==> src/rtl/viterbi_pkg.sv <==
// Shared types and helpers for the 4-state (K=3) Viterbi decoder blocks.
package viterbi_pkg;

    localparam int NUM_STATES = 4;

    typedef logic [1:0] tstate_t;

    typedef enum logic [1:0] {
        FILL   = 2'd0,
        TRACE  = 2'd1,
        OUTPUT = 2'd2
    } tbu_fsm_e;

    // Predecessor of state s, given the ACSU decision bit for s.
    function automatic tstate_t pred_state(input tstate_t s, input logic dec);
        return {s[0], dec};
    endfunction

endpackage

==> src/rtl/pm_argmin.sv <==
// Combinational index of the smallest of four path metrics; ties go to the lowest index.
module pm_argmin
    import viterbi_pkg::*;
#(
    parameter int PM_W = 8
) (
    input  logic [PM_W-1:0] pm0_i,
    input  logic [PM_W-1:0] pm1_i,
    input  logic [PM_W-1:0] pm2_i,
    input  logic [PM_W-1:0] pm3_i,
    output tstate_t         idx_o
);

    logic            sel01;
    logic            sel23;
    logic [PM_W-1:0] min01;
    logic [PM_W-1:0] min23;

    // Strict less-than keeps the lower index on a tie at every level.
    assign sel01 = (pm1_i < pm0_i);
    assign sel23 = (pm3_i < pm2_i);
    assign min01 = sel01 ? pm1_i : pm0_i;
    assign min23 = sel23 ? pm3_i : pm2_i;
    assign idx_o = (min23 < min01) ? {1'b1, sel23} : {1'b0, sel01};

endmodule

==> src/rtl/tbu_frame.sv <==
// Frame-based traceback unit: stores FRAME_LEN decision words, traces back from the
// best-metric state, then streams the decoded bits oldest-first.
module tbu_frame
    import viterbi_pkg::*;
#(
    parameter int FRAME_LEN = 16,
    parameter int PM_W      = 8
) (
    input  logic                  clk_i,
    input  logic                  rst_i,
    input  logic                  valid_i,
    output logic                  ready_o,
    input  logic [NUM_STATES-1:0] dec_bits_i,
    input  logic [PM_W-1:0]       pm_s0_i,
    input  logic [PM_W-1:0]       pm_s1_i,
    input  logic [PM_W-1:0]       pm_s2_i,
    input  logic [PM_W-1:0]       pm_s3_i,
    output logic                  bit_o,
    output logic                  bit_valid_o,
    input  logic                  out_ready_i,
    output logic                  frame_last_o
);

    localparam int               PTR_W = $clog2(FRAME_LEN);
    localparam logic [PTR_W-1:0] LAST  = PTR_W'(FRAME_LEN - 1);

    tbu_fsm_e         fsm_q;
    logic [PTR_W-1:0] wr_ptr_q;
    logic [PTR_W-1:0] rd_ptr_q;
    logic [PTR_W-1:0] idx_q;
    tstate_t          state_q;
    tstate_t          start_state_q;
    logic             bit_q;
    logic             bit_valid_q;
    logic             frame_last_q;

    logic [NUM_STATES-1:0] mem  [FRAME_LEN];
    logic                  obuf [FRAME_LEN];

    logic                  accept;
    tstate_t               argmin_idx;
    tstate_t               trace_state;
    logic [NUM_STATES-1:0] dec_row;
    logic [PTR_W-1:0]      rd_ptr_d;

    assign ready_o     = (fsm_q == FILL) && !rst_i;
    assign accept      = valid_i && ready_o;
    // The first traceback step starts from the captured best state.
    assign trace_state = (idx_q == LAST) ? start_state_q : state_q;
    assign dec_row     = mem[idx_q];
    assign rd_ptr_d    = rd_ptr_q + PTR_W'(1);

    assign bit_o        = bit_q;
    assign bit_valid_o  = bit_valid_q;
    assign frame_last_o = frame_last_q;

    pm_argmin #(.PM_W(PM_W)) u_argmin (
        .pm0_i (pm_s0_i),
        .pm1_i (pm_s1_i),
        .pm2_i (pm_s2_i),
        .pm3_i (pm_s3_i),
        .idx_o (argmin_idx)
    );

    // Storage arrays carry no reset; a restarted frame overwrites them before use.
    always_ff @(posedge clk_i) begin
        if (accept) begin
            mem[wr_ptr_q] <= dec_bits_i;
        end
        if (fsm_q == TRACE) begin
            obuf[idx_q] <= trace_state[1];
        end
    end

    always_ff @(posedge clk_i or posedge rst_i) begin
        if (rst_i) begin
            fsm_q         <= FILL;
            wr_ptr_q      <= '0;
            rd_ptr_q      <= '0;
            idx_q         <= '0;
            state_q       <= '0;
            start_state_q <= '0;
            bit_q         <= 1'b0;
            bit_valid_q   <= 1'b0;
            frame_last_q  <= 1'b0;
        end else begin
            case (fsm_q)
                FILL: begin
                    if (accept) begin
                        if (wr_ptr_q == LAST) begin
                            wr_ptr_q      <= '0;
                            start_state_q <= argmin_idx;
                            idx_q         <= LAST;
                            fsm_q         <= TRACE;
                        end else begin
                            wr_ptr_q <= wr_ptr_q + PTR_W'(1);
                        end
                    end
                end
                TRACE: begin
                    state_q <= pred_state(trace_state, dec_row[trace_state]);
                    if (idx_q == '0) begin
                        fsm_q <= OUTPUT;
                    end else begin
                        idx_q <= idx_q - PTR_W'(1);
                    end
                end
                OUTPUT: begin
                    // First OUTPUT cycle only loads bit 0, since obuf[0] lands on the last TRACE edge.
                    if (!bit_valid_q) begin
                        bit_q        <= obuf[rd_ptr_q];
                        frame_last_q <= (rd_ptr_q == LAST);
                        bit_valid_q  <= 1'b1;
                    end else if (out_ready_i) begin
                        if (rd_ptr_q == LAST) begin
                            fsm_q        <= FILL;
                            rd_ptr_q     <= '0;
                            bit_q        <= 1'b0;
                            bit_valid_q  <= 1'b0;
                            frame_last_q <= 1'b0;
                        end else begin
                            rd_ptr_q     <= rd_ptr_d;
                            bit_q        <= obuf[rd_ptr_d];
                            frame_last_q <= (rd_ptr_d == LAST);
                        end
                    end
                end
                default: fsm_q <= FILL;
            endcase
        end
    end

endmodule

==> config.mk <==
export PLATFORM = sky130hd
export DESIGN_NAME = tbu_frame
export DESIGN_NICKNAME = d
export VERILOG_FILES = /design/src/rtl/viterbi_pkg.sv /design/src/rtl/pm_argmin.sv /design/src/rtl/tbu_frame.sv
export SDC_FILE = /design/constraint.sdc
export NUM_CORES = 1
export LEC_CHECK = 0
export CORE_MARGIN = 4
export CORE_UTILIZATION = 55
export DETAILED_ROUTE_END_ITERATION = 10
export PLACE_DENSITY_LB_ADDON = 0.3
export SYNTH_ARGS = -nofsm -noshare
export SYNTH_HDL_FRONTEND = slang
export SYNTH_HIERARCHICAL = 1
export SYNTH_SLANG_ARGS = --single-unit
==> constraint.sdc <==
create_clock -name clk_i -period 5 [get_ports clk_i]
set_input_delay 1.5 -clock clk_i [delete_from_list [all_inputs] [get_ports clk_i]]
set_output_delay 1.5 -clock clk_i [all_outputs]
set_load 0.005 [all_outputs]
==> results.json <==
{
  "drive_above_1_share": 0.1011,
  "grt_max_degree": 25,
  "synth_flop_cell": "edfxtp_1",
  "coreArea_mm2": 0.009284,
  "final_nets": 512,
  "firstDrtPassIters": 4,
  "synth_edf_count": 80,
  "fmax_mhz": 227.5,
  "hold_path.class": "reg2reg",
  "numCtsBuffers": 9,
  "pin_count": 44,
  "synth_fa_ha_area_frac": 0.07590,
  "stdcell_area_mm2": 0.006031,
  "cts_setup_buffers": 0,
  "ys_warn_count": 6,
  "fin_tns_setup_ns": 0,
  "postSynth.asyncResetShare": 0.2079,
  "ir_worst_vdd_mv": 0.2630,
  "syn_nets": 467,
  "antenna_found_initial": 0,
  "path_clk_slew_ns": 0.09,
  "cts_resized": 0,
  "cts_tree": "yes",
  "layoutNonFillerInstCount": 574,
  "fin_crit_ns": 4.396,
  "synth_top_family_by_area": "multiplexers",
  "synthCells": 395,
  "finalMaxSlewViolations": 0,
  "clk_latency_ns": 0.37,
  "die_y_um": 105.9,
  "reg2reg_slack_ns": 2.47,
  "setup_violations": 0,
  "die-area_mm2": 0.01122,
  "critical_path_class": "in2reg",
  "fin_worst_skew_ns": 0.01164,
  "fin_crit_sh": 0.8792,
  "cp_data_required_time_ns": 5.26,
  "drc": 0,
  "avgSynthCellArea_um2": 13.35,
  "grt_overflow": 0,
  "fin_util": 0.6496,
  "holdBufCountCts": 0,
  "diodes": 0,
  "die_w_um": 105.9,
  "antenna_left": 0,
  "routed_via_density": 5.742,
  "port_buffers": 43,
  "dp.final_hpwl_mm": 7.645,
  "synth.area.mux_share": 0.1551,
  "powerDensity_mw_per_mm2": 324.6,
  "place_area_mm2": 0.005833,
  "dr_total_vias": 3296,
  "rsz0062_at_grt": "false",
  "tightestPinTransition_ns": 0.9865,
  "totalWireLength_mm": 10.26,
  "timing_hold_violations_final": 0,
  "mostFrequentLayoutCells": "80 x edfxtp_1, 43 x clkdlybuf4s50_1, 32 x nand2_1, 32 x ha_1, 28 x inv_1",
  "place.gp.congestion": 0.8547,
  "cp.arrival_ns": 4.65,
  "ys_types": 54,
  "synth-compound-area-share": 0.07068,
  "syn-cell-area_mm2": 0.005275,
  "p_leak_nw": 2.243,
  "ys_seq_elements": 101,
  "cts_htree_levels": 3,
  "crit_fanout": 15,
  "grt_pass1_wl_mm": 17.17,
  "areaGrowthSynthToFinish_pct": 14.33,
  "post-place-cells": 558,
  "relSlewSlack": 0.3423,
  "clk_path_buf_depth": 2,
  "cap_viol_max_count": 0,
  "crit_path_start_kind": "primary input",
  "multiInputGateArea_mm2": 0.002182,
  "wl_per_cell_um": 17.87,
  "yosys.area_share.simple": 0.1053,
  "seq_area_frac_synth": 0.5550,
  "n_fill_cell": 694,
  "synthXorXnorAreaFrac": 0.006641,
  "grt_use_total": 0.1946,
  "layout_commonest_cell": "edfxtp_1",
  "seq_area_mm2": 0.002928,
  "first_iter_violations": 218,
  "outcome": "finished clean",
  "placementRows": 35,
  "cts_sinks": 101,
  "grt_pass1_vias": 3423,
  "start_util": 0.5682,
  "critPathCaptureType": "flip-flop",
  "clock_tree.root_cell": "clkbuf_8"
}
==> flip-flops by register name, indices dropped and copies added (netlist names), 2 cells and up <==
signal and flops:
obuf 16, rd_ptr_q 4, state_q 2, start_state_q 2
fsm_q 2, wr_ptr_q 4, idx_q 4, mem 64
==> per-layer routing <==
metal	routed length (um)	global-route usage	up-vias	part of all wire
met2	5305	0.3388	77	0.52
met1	4391	0.2493	1618	0.43
met5	0	0	-	0
met4	132	0.04903	0	0.013
met3	427	0.04250	11	0.042
li1	-	-	1590	-
==> per-stage QoR <==
step           setup WS, ns  hold slack [ns]  total power, mW
4_1_cts              0.6326           0.4971            1.976
5_1_grt              0.3946           0.5173            2.063
3_3_place_gp         0.3013           0.4600            1.438
2_1_floorplan        0.7442           0.4444            1.311
3_5_place_dp         0.2457           0.4761            1.454
6_report             0.6041           0.4896            1.958
==> where the power goes <==
group	leakage [nW]	switching (mW)	internal (mW)
Sequential	0.990	0.0627	0.945
Combinational	1.16	0.197	0.230
Clock	0.0965	0.284	0.239
==> Yosys cell counts (2+ instances only) <==
cell type / count / area share
nor2_1: 23 / 0.016
xnor2_1: 2 / 0.0033
clkbuf_1: 7 / 0.0050
dfrtp_1: 21 / 0.10
nand2_1: 32 / 0.023
a21oi_1: 6 / 0.0057
o211ai_1: 2 / 0.0028
o21ai_1: 3 / 0.0028
o21a_1: 4 / 0.0057
nand3_1: 12 / 0.011
o221ai_1: 2 / 0.0033
buf_2: 3 / 0.0028
and3_1: 2 / 0.0024
o21ai_0: 20 / 0.019
and4_1: 2 / 0.0033
ha_1: 32 / 0.076
nand2b_1: 5 / 0.0059
edfxtp_1: 80 / 0.46
mux4_1: 8 / 0.040
and2_1: 15 / 0.018
nand4_1: 3 / 0.0036
xor2_1: 2 / 0.0033
a211o_1: 2 / 0.0033
nor3_1: 8 / 0.0076
o22ai_1: 2 / 0.0024
nor2b_1: 3 / 0.0036
inv_1: 28 / 0.020
mux2_2: 6 / 0.013
a211oi_1: 2 / 0.0028
mux2i_1: 18 / 0.034
a221o_1: 2 / 0.0038
mux4_2: 16 / 0.068
==> kinds of logic (layout without fill, tap and decap cells) <==
logic type	Yosys count	count (layout)
xor gates and xnor gates	4	4
AOI/OAI and AO/OA	57	57
muxes	48	48
adders and majority gates	32	32
buffers and inverters	41	91
DFF	101	101
and+or+nand+nor	112	112
==> final cells by class <==
| class | count | share of cell area |
|---|---|---|
| well taps | 129 | 0.02676 |
| repair buffers | 46 | 0.07510 |
| flip-flops and latches | 101 | 0.4855 |
| clock buffers | 11 | 0.02178 |
| inverters | 29 | 0.01805 |
| clock inverters | 5 | 0.01100 |
| multi-input cells | 253 | 0.3618 |
==> worst max-delay path: stages <==
cell and delay (ns):
clkdlybuf4s50_1 0.46, inv_1 0.06, ha_1 0.31, nand3_1 0.09, a21boi_0 0.25, nor2_1 0.08, and2_2 0.28, nand2_1 0.09
o21ai_0 0.08, ha_1 0.32, a211oi_1 0.24, nor2_1 0.08, o21a_1 0.16, o21ai_0 0.14, a31o_2 0.19, mux2i_1 0.07
mux2_2 0.25
==> final timing paths <==
check	start	to	depth (start not counted)
max in group asynchronous	rst_i	idx_q[1]	2
min	state_q[1]	state_q[1]	2
max	pm_s2_i[6]	start_state_q[0]	17
max reg2reg	idx_q[1]	state_q[0]	6
min reg2reg	state_q[1]	state_q[1]	2
min in group asynchronous	rst_i	wr_ptr_q[2]	2
Note: power is estimated with default switching activity, not from simulation.
